**config.mk**
```make
export PLATFORM = sky130hd
export DESIGN_NAME = hw_mod
export DESIGN_NICKNAME = d
export VERILOG_FILES = /design/src/rtl/hw_mod_pkg.sv /design/src/rtl/hw_mod_timer.sv /design/src/rtl/hw_mod.sv
export SDC_FILE = /design/constraint.sdc
export NUM_CORES = 1
export LEC_CHECK = 0
export ABC_AREA = 0
export BUFFER_PORTS_ARGS = -buffer_cell sky130_fd_sc_hd__buf_2
export CAP_MARGIN = 20
export CORE_UTILIZATION = 25
export CTS_CLUSTER_SIZE = 16
export DETAILED_ROUTE_END_ITERATION = 8
export SYNTH_ARGS = -nofsm -noshare
export SYNTH_HDL_FRONTEND = slang
export SYNTH_SLANG_ARGS = --single-unit
```
**constraint.sdc**
```tcl
create_clock -name clk -period 2 [get_ports clk]
set_input_delay 0.2 -clock clk [delete_from_list [all_inputs] [get_ports clk]]
set_output_delay 0.2 -clock clk [all_outputs]
set_load 0.03 [all_outputs]
```
**src/rtl/hw_mod_pkg.sv**
```systemverilog
// Shared light encodings for the highway and farm-way controllers.
package hw_mod_pkg;

    localparam logic [1:0] LIGHT_RED    = 2'd0;
    localparam logic [1:0] LIGHT_YELLOW = 2'd1;
    localparam logic [1:0] LIGHT_GREEN  = 2'd2;

    localparam int TIMER_W = 8;

endpackage

```
**src/rtl/hw_mod_timer.sv**
```systemverilog
// tl_timer: 8-bit free-running cycle counter with synchronous clear and optional saturation.
module tl_timer #(
    parameter int W = 8
) (
    input  logic         clk,
    input  logic         clear,
    input  logic         sat_en,
    input  logic [W-1:0] limit,
    output logic [W-1:0] count
);

    logic [W-1:0] count_q = '0;

    // Outside saturation the counter wraps, which is harmless because RED has no timeout.
    always_ff @(posedge clk) begin
        if (clear) begin
            count_q <= '0;
        end else if (sat_en && (count_q >= limit)) begin
            count_q <= limit;
        end else begin
            count_q <= count_q + 1'b1;
        end
    end

    assign count = count_q;

endmodule

```
**src/rtl/hw_mod.sv**
```systemverilog
// Highway light controller: GREEN until a farm-way car waits past the long timer,
// YELLOW for the short timer, then RED until the farm-way hands right-of-way back.
module hw_mod
    import hw_mod_pkg::*;
#(
    parameter int LONG_CYC  = 16,
    parameter int SHORT_CYC = 4
) (
    input  logic       clk,
    input  logic       reset,
    input  logic       invk_hw,
    input  logic       car_on_fw,
    output logic       invk_fw,
    output logic [1:0] light_hw,
    output logic       timer_hw_reset
);

    localparam logic [TIMER_W-1:0] LONG_LIM  = TIMER_W'(LONG_CYC - 1);
    localparam logic [TIMER_W-1:0] SHORT_LIM = TIMER_W'(SHORT_CYC - 1);

    logic [1:0]         state = LIGHT_GREEN;
    logic [1:0]         next_state;
    logic [TIMER_W-1:0] cnt;
    logic               long_timeout;
    logic               short_timeout;
    logic               transition;

    tl_timer #(.W(TIMER_W)) u_timer (
        .clk    (clk),
        .clear  (timer_hw_reset),
        .sat_en (state == LIGHT_GREEN),
        .limit  (LONG_LIM),
        .count  (cnt)
    );

    assign long_timeout  = (state == LIGHT_GREEN)  && (cnt == LONG_LIM);
    assign short_timeout = (state == LIGHT_YELLOW) && (cnt == SHORT_LIM);

    always_comb begin
        next_state = state;
        transition = 1'b0;
        case (state)
            LIGHT_GREEN: begin
                if (long_timeout && car_on_fw) begin
                    next_state = LIGHT_YELLOW;
                    transition = 1'b1;
                end
            end
            LIGHT_YELLOW: begin
                if (short_timeout) begin
                    next_state = LIGHT_RED;
                    transition = 1'b1;
                end
            end
            LIGHT_RED: begin
                if (invk_hw) begin
                    next_state = LIGHT_GREEN;
                    transition = 1'b1;
                end
            end
            default: begin
                next_state = LIGHT_GREEN;
                transition = 1'b1;
            end
        endcase
    end

    always_ff @(posedge clk) begin
        if (reset) begin
            state <= LIGHT_GREEN;
        end else begin
            state <= next_state;
        end
    end

    // Right-of-way handshake: invk_fw is a one-cycle grant in the last YELLOW cycle;
    // invk_hw is a level from the farm-way side, honoured only while RED.
    assign invk_fw        = short_timeout && !reset;
    assign timer_hw_reset = reset || transition;
    assign light_hw       = state;

endmodule

```
---- Word level (Yosys, flattened, before mapping) ----
Index checks and enable logic that the tools add are counted.
word-level totals
  register bits after elaboration ......... 10
  bits of input ports ..................... 4
  output and inout port bits .............. 4
  logic and storage cells ................. 31
cells by class
  add/subtract/negate cells ............... 1
  order comparisons ....................... 1
  equal/unequal tests ..................... 7
  mux-type cells .......................... 9
  reduce and logical (&&, ||, !) cells .... 10
operators by type and width
  cell                                                                number
  adder 8 x 1 -> 8 bit (second input constant)                        1
  == test 8 x 2 -> 1 bit (second input constant)                      1
  == test 8 x 4 -> 1 bit (second input constant)                      1
  greater-or-equal comparator 8 x 4 -> 1 bit (second input constant)  1
  2-to-1 mux 2 bit                                                    3
  != test 2 bit (second input constant)                               3
  one-hot mux 2 bit (3 select lines)                                  1
  logical AND 1 bit                                                   5
  2-to-1 mux 4 bit                                                    1
  2-to-1 mux 1 bit                                                    3
  one-hot mux 1 bit (3 select lines)                                  1
  AND reduction 3 bit                                                 1
  == test 2 x 1 -> 1 bit (second input constant)                      1
  == test 2 bit (second input constant)                               1
  zero test 2 bit                                                     1
  OR reduction 2 bit                                                  1
  zero test 1 bit                                                     1
  logical OR 1 bit                                                    1

---- Depth between registers and ports, before layout ----
  depth in word-level cells ............... 7
  mapped depth ............................ 6
  gate-level depth less buffers ........... 6

---- Hierarchy ----
Synthesis repeated with hierarchy kept, for this count alone.
second synthesis, totals
  cell total of the unflattened synthesis .. 107
  area, all modules ....................... 909.6 sq um
modules (own cells, without submodules)
  module    times used  cells an instance  area each (sq um)  seq. area each (sq um)
  tl_timer  1           79                 668.1              160.2
  hw_mod    1           28                 241.5              40.0

---- Least setup slack after synthesis ----
OpenSTA, ideal clock, no wires.
  path kind ............................... register to register
  start ................................... register state[0], in the netlist light_hw[0]
  end ..................................... register u_timer.count_q[0], in the netlist u_timer.count[0]
  library setup time ...................... 158 ps
  arrival ................................. 1783 ps
  path slack .............................. 60 ps
  cell stages (with the launch flop) ...... 6
  buffers on the path ..................... 0
  period minus slack after synthesis ...... 1940 ps
  cells stage by stage .................... dfxtp_1 ha_1 nor4bb_1 a31oi_1 o21ai_1 a21oi_1
between the ends
  cells in the longest elaborated chain, start to end .. 6
RTL lines
  element                               line                        text
  start: declaration                    hw_mod.sv:21                logic [1:0] state = LIGHT_GREEN;
  start signal: assignment              hw_mod.sv:72                state <= next_state;
  == test 2 bit                         hw_mod.sv:36, hw_mod.sv:42
  logical AND 1 bit                     hw_mod.sv:36                assign long_timeout = (state == LIGHT_GREEN) && (cnt == LONG_LIM);
  logical AND 1 bit                     hw_mod.sv:44                if (long_timeout && car_on_fw) begin
  2-to-1 mux 1 bit                      hw_mod.sv:44
  one-hot mux 1 bit (3 select lines) *  hw_mod.sv:42                case (state)
  logical OR 1 bit *                    hw_mod.sv:79                assign timer_hw_reset = reset || transition;
  via timer_hw_reset                    hw_mod.sv:15                output logic timer_hw_reset
  end signal: assignment                hw_mod_timer.sv:19          count_q <= limit;
  end signal: assignment                hw_mod_timer.sv:21          count_q <= count_q + 1'b1;
  end: declaration                      hw_mod_timer.sv:12          logic [W-1:0] count_q = '0;
Mark *: on every way through the listed nets, which the timed path passes. The rest lies on a longest branch.
A chain may end at the register's enable or synchronous reset.

---- Worst setup path after layout ----
  start ................................... register u_timer.count_q[0], in the netlist u_timer.count[0]
  end ..................................... output timer_hw_reset
between the ends
  cells in the longest elaborated chain, start to end .. 6
RTL lines
  element                               line
  == test 8 x 4 -> 1 bit                hw_mod.sv:36
  logical AND 1 bit                     hw_mod.sv:36
  logical AND 1 bit                     hw_mod.sv:44
  2-to-1 mux 1 bit                      hw_mod.sv:44
  one-hot mux 1 bit (3 select lines) *  hw_mod.sv:42
  logical OR 1 bit *                    hw_mod.sv:79
  end: declaration                      hw_mod.sv:15
Every way passes the cells marked *; elsewhere a longest branch is shown, timed or not.

==> metrics.cfg <==
[synth]
synthesis.nets=73
synthTopCellsByArea=dfxtp_1 (35%), ha_1 (11%), xnor2_1 (6.1%)
yosysSeqAreaShare=0.350
syn_avg_cell_area_sq_um=8.93
synth_ff_type=dfxtp_1
netlist_area_sq_um=572
synth_cells=64
synth_area_leader_cell=dfxtp_1
synth_edf_count=0
ys_warn_count=0
synth_common_cells=dfxtp_1 (10), nor2_1 (8), a21oi_1 (5), ha_1 (5)
yosys_register_bits=10
yosysTopAreaCellShare=0.350
synth_cell_types=26
yosysMostFrequentCell=dfxtp_1
synthArstFlopShare=0

[power]
switchingPower_w=0.000136
combPwrFrac=0.176
power_frac_clock=0.373
powerDensity_nw_per_um2=696
p_sw_frac=0.274
leakage_nw=0.282
fin_total_pwr_w=0.000497
seq_power_share=0.451
ir_drop_mv=0.464
intPower_w=0.000360

[final_layout]
drive_gt1_frac=0.276
nets=86
area_growth_pct=24.7
final_area_sq_um=713
n_antenna_cell=0

[worst_hold_path]
min_to=light_hw[0]
min_from=reset
hold_class=primary input to flip-flop
worstHoldPathCells=2

[die]
rows=16
ios=8
dieArea_sq_um=2480
core_area_sq_um=2060
die_h_microns=49.8
start_util=0.277
die_x_microns=49.8

[detailed_routing]
wl_per_cell_microns=11.3
dr.pass1.iters=4
drc=0
routed_via_density=4.75
antenna_left=0
first_iter_violations=11
via_count=489
routed_wl_microns=1160

[global_routing]
grt_overflow=0
antenna_found_initial=0
grt_usage=0.106
grt_pass1_vias=431
grt_pass1_wl_microns=1920
grt_max_degree=7

[clock_network]
clock_path_buffers=2
hold_buffers=0
cts_made_buffers=3
cts-root-buf=clkbuf_4
htreeDepth=1
cts_sinks=10
clock_latency_ps=270
tritoncts=built
path_clk_slew_ps=70

[worst_setup_path]
ff2ff_setup_slack_ps=370
endpoint_kind=output pin
rr_worst_depth=7
worst-setup-path-type=flip-flop to output pin
cp_max_fo=4
cp-start-kind=flip-flop
cp.arrival_ps=1710
required_ps=1800
r2r-start=u_timer.count[0]
cp-startpoint=u_timer.count[0]
regToRegEndpoint=u_timer.count[0]

[sta]
period_needed_ps=1910
slew_headroom=0.786
fin_crit_sh=0.957
fin_hold_ws_ps=178
slew_viol_final=0
hold_viol_final=0
finalWorstSetupSlack_ps=85.3
fin_worst_skew_ps=2.50
tightest_slew_ps=318
fmax_mhz=522
finalSetupViolCount=0

[job]
drv_cap=0

[place]
pre_cts_slack_ps=307
portBuffers=7
hpwl_microns=870
placedInstanceArea_sq_um=643
routabilityCongestion=0.848

[status]
status=completed

[logic make-up (layout without fill, tap and decap cells)]
| kind of cell | Yosys count | count (layout) | share of synthesized area |
|---|---|---|---|
| AOI/OAI and AO/OA | 12 | 12 | 0.162 |
| and+or+nand+nor | 25 | 25 | 0.234 |
| xor gates and xnor gates | 6 | 6 | 0.0919 |
| DFF | 10 | 10 | 0.350 |
| muxes | 1 | 1 | 0.0175 |
| adders and majority gates | 5 | 5 | 0.109 |
| buffers and inverters | 5 | 17 | 0.0350 |
[per-stage QoR]
| stage | util | setup TNS, ps | cells |
|---|---|---|---|
| after floorplan | - | 0 | 64 |
| after global placement | 0.312 | 0 | 98 |
| after detailed placement | 0.312 | 0 | 98 |
| after CTS | 0.333 | 0 | 102 |
| after global routing | 0.346 | -18.7 | 103 |
| final | 0.346 | 0 | 103 |
[layout by cell type (no fill, tap or decap), types with 2 or more instances in the layout]
master,synthesis,routed
ha_1,5,4
nand3_1,3,3
clkbuf_4,0,4
buf_4,0,2
nor2b_1,2,2
buf_2,1,6
nor2_1,8,8
xor2_1,2,2
xnor2_1,4,4
dfxtp_1,10,10
inv_1,4,4
a21oi_1,5,5
nand2_1,4,4
[layer usage]
metal,vias to the layer above,GRT usage,part of all wire
li1,245,-,-
met1,222,0.135,0.49
met2,18,0.144,0.42
met3,4,0.0617,0.076
met4,0,0.0429,0.020
met5,-,0,0
[how the worst max path moves through the flow]
| stage | end | slack, ps | cells after the start |
|---|---|---|---|
| floorplan | u_timer.count[0] | 60 | 5 |
| global placement | timer_hw_reset | 340 | 6 |
| detailed placement | timer_hw_reset | 310 | 6 |
| CTS | timer_hw_reset | 20 | 5 |
| global route | timer_hw_reset | -20 | 5 |
| finish | timer_hw_reset | 90 | 5 |
[registers in the layout, indices dropped and copies added (netlist names)]
name	cells
light_hw	2
u_timer.count	8
[layout make-up]
cell class | count | area, sq um
fillers | 225 | 1350
multi-input cells | 49 | 375
flip-flops and latches | 10 | 200
repair buffers | 9 | 52.6
clock buffers | 4 | 36.3
well taps | 27 | 33.8
inverters | 4 | 15.0
[timing repair]
| action | in CTS | in global routing |
|---|---|---|
| setup buffers | 0 | 1 |
| pin swaps | 0 | 1 |
| setup endpoints to repair | 1 | 2 |
| gates resized for setup | 1 | 5 |
[worst max-delay path, stage by stage (launching register included)]
cell	delay [ps]
dfxtp_1	360
ha_1	230
nor4bb_4	340
a31oi_1	80
o21ai_1	210
clkbuf_4	230
[power by group through the flow]
stage               Combinational [W]  Clock, W  Sequential [W]
detailed placement          0.0000808         0        0.000228
global placement            0.0000800         0        0.000227
global route                0.0000976  0.000197        0.000226
CTS                         0.0000815  0.000191        0.000223
finish                      0.0000874  0.000185        0.000224
floorplan                   0.0000514         0        0.000232
No activity file was read; power rests on OpenSTA's default activity.
